**src/rtl/square_arbiter.sv**
```systemverilog
// square_arbiter: shares one signed 16x16 squarer among NUM_REQ requesters; `SQUARE_ARB_RR_EN selects round-robin, else fixed priority.
// Latency: 1 clock from req_valid&req_ready to resp_valid; one result per cycle while resp_ready=1.
// Backpressure: a held result (resp_valid & ~resp_ready) or enable low blocks every grant; result stays stable.
`timescale 1ns/1ps
module square_arbiter #(
  parameter int NUM_REQ = 4,
  parameter int ID_W    = 2
) (
  input  logic                    clk,
  input  logic                    rst_n,
  input  logic                    enable,
  input  logic [NUM_REQ-1:0]      req_valid,
  input  logic [NUM_REQ*16-1:0]   req_data,
  output logic [NUM_REQ-1:0]      req_ready,
  output logic                    resp_valid,
  output logic [30:0]             resp_data,
  output logic [ID_W-1:0]         resp_id,
  input  logic                    resp_ready,
  output logic                    busy
);

  typedef enum logic {EMPTY = 1'b0, FULL = 1'b1} state_t;

  state_t             state;
  state_t             state_nxt;
  logic               accept;
  logic [ID_W-1:0]    grant_idx;
  logic signed [15:0] operand;
  logic signed [30:0] operand_ext;
  logic signed [30:0] square;

`ifdef SQUARE_ARB_RR_EN
  logic [ID_W-1:0] ptr;
  logic            found;
  int              cand;

  always_ff @(posedge clk or negedge rst_n) begin
    if (!rst_n)
      ptr <= ID_W'(NUM_REQ - 1);
    else if (accept)
      ptr <= grant_idx;
  end

  // Search starts just after the last winner and wraps, so every active requester is reached within NUM_REQ grants.
  always_comb begin
    grant_idx = '0;
    found     = 1'b0;
    cand      = 0;
    for (int k = 1; k <= NUM_REQ; k++) begin
      cand = (int'(ptr) + k) % NUM_REQ;
      if (!found && req_valid[cand[ID_W-1:0]]) begin
        found     = 1'b1;
        grant_idx = cand[ID_W-1:0];
      end
    end
  end
`else
  // Scan high to low so the lowest asserted index is the final assignment.
  always_comb begin
    grant_idx = '0;
    for (int k = NUM_REQ - 1; k >= 0; k--) begin
      if (req_valid[ID_W'(k)])
        grant_idx = ID_W'(k);
    end
  end
`endif

  // rst_n gates accept so no requester sees a grant while the block is held in reset.
  assign accept    = rst_n & enable & (|req_valid) & (~resp_valid | resp_ready);
  assign req_ready = accept ? (NUM_REQ'(1) << grant_idx) : '0;
  assign busy      = resp_valid | (|req_valid);

  always_comb begin
    operand = '0;
    for (int k = 0; k < NUM_REQ; k++) begin
      if (grant_idx == ID_W'(k))
        operand = req_data[16*k +: 16];
    end
  end

  // Product of two sign-extended operands fits in 31 bits: worst case (-32768)^2 = 2^30.
  assign operand_ext = 31'(operand);
  assign square      = operand_ext * operand_ext;

  always_ff @(posedge clk or negedge rst_n) begin
    if (!rst_n)
      state <= EMPTY;
    else
      state <= state_nxt;
  end

  always_comb begin
    state_nxt = state;
    case (state)
      EMPTY:   if (accept) state_nxt = FULL;
      FULL:    if (!accept && resp_ready) state_nxt = EMPTY;
      default: state_nxt = EMPTY;
    endcase
  end

  always_comb begin
    resp_valid = (state == FULL);
  end

  always_ff @(posedge clk or negedge rst_n) begin
    if (!rst_n) begin
      resp_data <= '0;
      resp_id   <= '0;
    end else if (accept) begin
      resp_data <= square;
      resp_id   <= grant_idx;
    end
  end

endmodule

```
**config.mk**
```make
export PLATFORM = sky130hd
export DESIGN_NAME = square_arbiter
export DESIGN_NICKNAME = d
export VERILOG_FILES = /design/src/rtl/square_arbiter.sv
export SDC_FILE = /design/constraint.sdc
export NUM_CORES = 1
export LEC_CHECK = 0
export CAP_MARGIN = 20
export CORE_AREA = 4 4 148 150
export CTS_CLUSTER_SIZE = 30
export DETAILED_ROUTE_END_ITERATION = 10
export DIE_AREA = 0 0 152 154
export GPL_TIMING_DRIVEN = 1
export PLACE_DENSITY = 0.83
export SYNTH_ARGS = -nofsm -noshare
export SYNTH_HDL_FRONTEND = slang
export SYNTH_SLANG_ARGS = --single-unit
```
**constraint.sdc**
```tcl
create_clock -name clk -period 2.9 [get_ports clk]
set_input_delay 0.725 -clock clk [delete_from_list [all_inputs] [get_ports clk]]
set_output_delay 0.725 -clock clk [all_outputs]
set_load 0.05 [all_outputs]
```
==> results of run 1 <==
==> sequential cells by signal (all words and copies together) (netlist names) <==
| name | flops |
|---|---|
| resp_data | 30 |
| resp_valid | 1 |
| resp_id | 1 |
==> cell type report <==
class                           instances  share of cell area, %
Clock buffer                            6                  0.866
Sequential cell                        32                   5.38
Inverter                              343                   8.94
Timing Repair Buffer                  353                   21.2
Clock inverter                          1                 0.0336
Tap cell                              275                   2.31
Multi-Input combinational cell        734                   61.3
==> metrics by stage <==
step / setup slack, ps / setup TNS (ps)
final: -3960 / -88510
after global routing: -3990 / -90180
after CTS: -3480 / -78160
after detailed placement: -4060 / -90970
after global placement: -4010 / -89130
after floorplan: -3400 / -71650
==> critical path, stage by stage <==
cell      delay [ps]
buf_12           100
buf_12           150
buf_8            120
mux2i_4          370
buf_6            170
clkinv_4          90
nand2_1          220
fa_1             330
inv_1            180
fa_1             700
inv_2             70
fa_1             520
inv_2             50
fa_2             480
fa_1             570
inv_2             40
fa_1             540
inv_2             70
ha_4             310
buf_4            120
buf_6            100
o211a_4          210
buf_6            120
o21ai_4           60
a211oi_2         250
mux2i_1          250
o22ai_1          100
==> layout by cell type (no fill, tap or decap), types with 9 or more instances in the layout <==
master | netlist | final
ha_1 | 82 | 51
a21o_1 | 11 | 11
o21ai_1 | 3 | 14
buf_12 | 0 | 12
nor2_4 | 0 | 9
nor2_2 | 0 | 16
fa_1 | 228 | 215
dfrtp_1 | 32 | 32
o21ai_2 | 1 | 10
ha_4 | 0 | 29
nor2_1 | 83 | 58
buf_4 | 4 | 225
inv_1 | 338 | 295
inv_2 | 1 | 35
xnor2_1 | 22 | 18
dlygate4sd2_1 | 0 | 16
fa_2 | 0 | 13
clkdlybuf4s50_1 | 0 | 51
mux2i_4 | 0 | 10
nand2_1 | 117 | 103
buf_6 | 0 | 44
==> cells by family after synthesis <==
family	after synthesis	synth area share [%]
AOI/OAI and AO/OA	115	7.89
muxes	21	2.17
xor gates and xnor gates	32	2.75
DFF	32	7.86
and+or+nand+nor	252	10.6
other	1	0.0368
adders and majority gates	310	54.9
buffers and inverters	370	13.8
==> what timing repair did <==
item	4_1_cts	5_1_grt
pin swaps	37	81
cloned	1	0
resized for setup	129	119
endpoints found under the setup margin	29	30
setup buffers	33	25
==> path summary, 6_finish.rpt <==
| kind | to | depth (start not counted) |
|---|---|---|
| setup / recovery | resp_data[24] | 27 |
| hold / removal | resp_data[13] | 2 |
| setup reg to reg | resp_data[30] | 6 |
| hold reg to reg | resp_data[13] | 2 |
| max in group asynchronous | resp_data[26] | 2 |
| min in group asynchronous | resp_data[13] | 2 |
==> per-layer routing <==
metal,wire length (µm),vias to the layer above
met4,4020,0
met2,19700,797
met1,12300,4933
met5,0,-
li1,-,4026
met3,3920,345
==> impl_metrics.ini, run 1 <==
[run_status]
outcome = complete, but fails checks
violations = setup timing

[logic_synthesis]
ys.flop_type = dfrtp_1
ys_ff_latch = 32
synth_most_common_cell = inv_1
synth_top_cells_by_count = 338 x inv_1, 228 x fa_1, 117 x nand2_1, 83 x nor2_1, 82 x ha_1
yosys_warnings = 0
synth.cell_area_um2 = 10200
synth.distinct_cells = 61
syn_avg_cell_area_um2 = 8.99
yosysSeqAreaShare_pct = 7.86
synthCells = 1133
synth_top_area_share_pct = 44.8
synth_edf_count = 0
synth_top_cell_by_area = fa_1
synth_area_leaders = fa_1 45%, inv_1 12%, ha_1 10%, dfrtp_1 7.9%, nand2_1 4.3%
async_flop_share_pct = 100

[timing]
setup_viol = 28
max-slew-margin-rel_pct = 55.9
hold_viol = 0
worst_pin_slew_ps = 657
period_minus_slack_ps = 6860
finalWorstSetupSlack_ps = -3960
holdWs_ps = 501
rsz0062_at_grt = true
skew_ps = 3.64
fmax_mhz = 146
drv_slew = 0
finalCritPeriodShare_pct = 237

[cells_and_area]
antenna_cells = 0
seq_area_um2 = 801
synthToLayoutAreaGrowth_pct = 46.2
n_fill_cell = 1247
fin_cells = 1744
multi_input_area_um2 = 9120
drive_above_1_share_pct = 34.5
layout.nets = 1851
final_core_util_pct = 71.9
fin_area_um2 = 14900

[die]
die_area_um2 = 23400
die_w_um = 152
ioPinCount = 111
initial_core_util_pct = 49.2
num_rows = 53
core_um2 = 20700
die_h_um = 154

[route]
wire_per_inst_um = 22.9
antenna_left = 0
dr.pass1.iters = 8
dr_total_vias = 10100
drt-total-wl_um = 40000
drc = 0
vias_per_cell = 5.79
first_iter_violations = 849

[critical_path]
critPathRequiredTime_ps = 3060
crit_type = input port to flop
end_kind = flop
critPathArrivalTime_ps = 7020
crit_start = req_valid[0]
r2r_slack_ps = 1000
critPathLaunchType = input port
regToRegStartpoint = resp_valid
critPathMaxFanout = 5

[global_route]
use_met2_pct = 53.4
grt_max_degree = 33
grt_remaining_overflow = 0
top_usage_layer = met2
antenna_found_initial = 0
grt_use_met3_pct = 6.28
grt_usage_pct = 29.2
grt_pass1_wl_um = 54500
grt_pass1_vias = 11100
gr-usage-met1_pct = 29.9

[clocking]
clkLatencyLatePin_ps = 280
hold_buffers = 0
numCtsBuffers = 5
cts_tree = built
cts-root-buf = clkbuf_16
cts.sinks = 32
h-tree-depth = 2
path_clk_slew_ps = 60
cts_buffer_depth = 2

[placement]
post-dp-hpwl_um = 24300
placed_area_um2 = 13300
gp_congestion = 0.963
dp.cells = 1681
io_buffers = 74

[min_path]
min_path_type = flop to flop
hp-start = resp_data[13]

[job]
maxCapViolCount = 0
Power of run 1 is left out: the tool's default activity adds up to more than one toggle a clock period on the data nets, which glitch-free logic cannot reach.
==> run 2, diff against run 1 <==
Settings changed: CAP_MARGIN 20 to 10.
==> results of run 2 <==
The final DEF is identical to that of run 1; final timing and power are the same.
Power of run 2 is left out for the same reason.
==> run 3, diff against run 2 <==
Settings changed: GPL_ROUTABILITY_DRIVEN set to 0.
==> run 3 against run 2 <==
Against the previous run:
- the run still ends with setup timing left
- first-iteration DRC count grew 18%
- worst hold slack lost 21 ps
- sequential share of layout area is essentially flat
- die area is the same
- via count grew 0.46%
- setup slack gained 4.9 ps
- clock skew grew 2.9 ps
- routed wire length grew 1.9%
- sequential cell count is the same
- global-route usage grew 1.3 points
==> impl_metrics.ini, run 3 (same netlist as run 1, synthesis figures left out) <==
[global_route]
antenna_found_initial = 1
grt_pass1_wl_um = 56100
grt_pass1_vias = 11200
grt_remaining_overflow = 0
grt_max_degree = 32
grt_usage_pct = 30.5

[cells_and_area]
final_common_cell = inv_1
largest_reg_flops = 30
fin_area_um2 = 14900
synthToLayoutAreaGrowth_pct = 46.0
layout.nets = 1851
regMostFlops = resp_data
drive_above_1_share_pct = 35.9
layout_common_cells = 296 x inv_1, 236 x buf_4, 208 x fa_1

[clocking]
cts.sinks = 32
path_clk_slew_ps = 60
cts-root-buf = clkbuf_16
cts_tree = built
h-tree-depth = 2
numCtsBuffers = 5
clkLatencyLatePin_ps = 290
cts_buffer_depth = 2

[die]
num_rows = 53
die_area_um2 = 23400
core_um2 = 20700
die_w_um = 152
die_h_um = 154
ioPinCount = 111
initial_core_util_pct = 49.2

[critical_path]
critPathBufInv = 11
critPathMaxFanout = 7
critPathTopFamily = adder cells
critPathLaunchType = input port
crit_type = input port to flop
critPathArrivalTime_ps = 7010
cpPeakStageDelay_ps = 720
r2r_slack_ps = 1020
crit_slowest_cell = fa_1
end_kind = flop
critPathRequiredTime_ps = 3050

[min_path]
min_path_type = flop to flop

[route]
antenna_left = 0
first_iter_violations = 1000
wl_met1_um = 12300
drt-total-wl_um = 40700
wl_met2_um = 19900
met3_length_um = 3920
highest_layer = met4
drc = 0
dr_total_vias = 10100
dr.pass1.iters = 6
vias_per_cell = 5.81
wire_per_inst_um = 23.3

[timing]
drv_slew = 0
period_minus_slack_ps = 6860
skew_ps = 6.50
setup_viol = 27
finalWorstSetupSlack_ps = -3960
hold_viol = 0
fmax_mhz = 146
finalCritPeriodShare_pct = 236
max-slew-margin-rel_pct = 63.8
worst_pin_slew_ps = 541
rsz0062_at_grt = true

[placement]
placed_area_um2 = 13300
io_buffers = 74
post-dp-hpwl_um = 24500

[run_status]
outcome = complete, but fails checks
violations = setup timing

[job]
maxCapViolCount = 0
## run 3: through the flow
step                cells  hold WS (ps)  utilization [%]  setup WS, ps  TNS, ps
floorplan            1136           429                -         -3400   -71650
global placement     1676           463             64.3         -3850   -87740
detailed placement   1676           473             64.3         -3980   -90670
CTS                  1717           485             68.8         -3370   -75540
global route         1745           517             71.9         -4050   -89340
finish               1746           480             71.9         -3960   -86780
## run 3: tightest hold or removal path: stages, from the launching register on
cell and delay (ps):
dfrtp_1 330, nand2_1 50, o311ai_1 60
## run 3: path summary, 6_finish.rpt
path	start	to	cells past startpoint
max	req_valid[0]	resp_data[22]	26
min reg2reg	resp_data[27]	resp_data[27]	2
max reg2reg	resp_valid	resp_data[30]	6
min	resp_data[27]	resp_data[27]	2
max in group asynchronous	rst_n	resp_data[23]	2
min in group asynchronous	rst_n	resp_valid	1
## run 3: timing repair
action	4_1_cts	5_1_grt
hold buffers	0	0
setup endpoints to repair	29	29
gates resized for setup	179	94
setup buffers	34	28
pin swaps	92	79
## run 3: layer usage
layer / vias up / global-route usage, %
met3: 395 / 5.21
met1: 4900 / 31.3
met2: 814 / 56.2
li1: 4038 / -
met5: - / 0
met4: 0 / 21.8
## run 3: area by class of cell
type | count | area [µm²]
Clock buffer | 8 | 146
Sequential cell | 32 | 801
Fill cell | 1210 | 5820
Inverter | 343 | 1330
Multi-Input combinational cell | 734 | 9200
Antenna cell | 1 | 2.50
Tap cell | 275 | 344
Timing Repair Buffer | 353 | 3050
Power of run 3 is left out for the same reason.
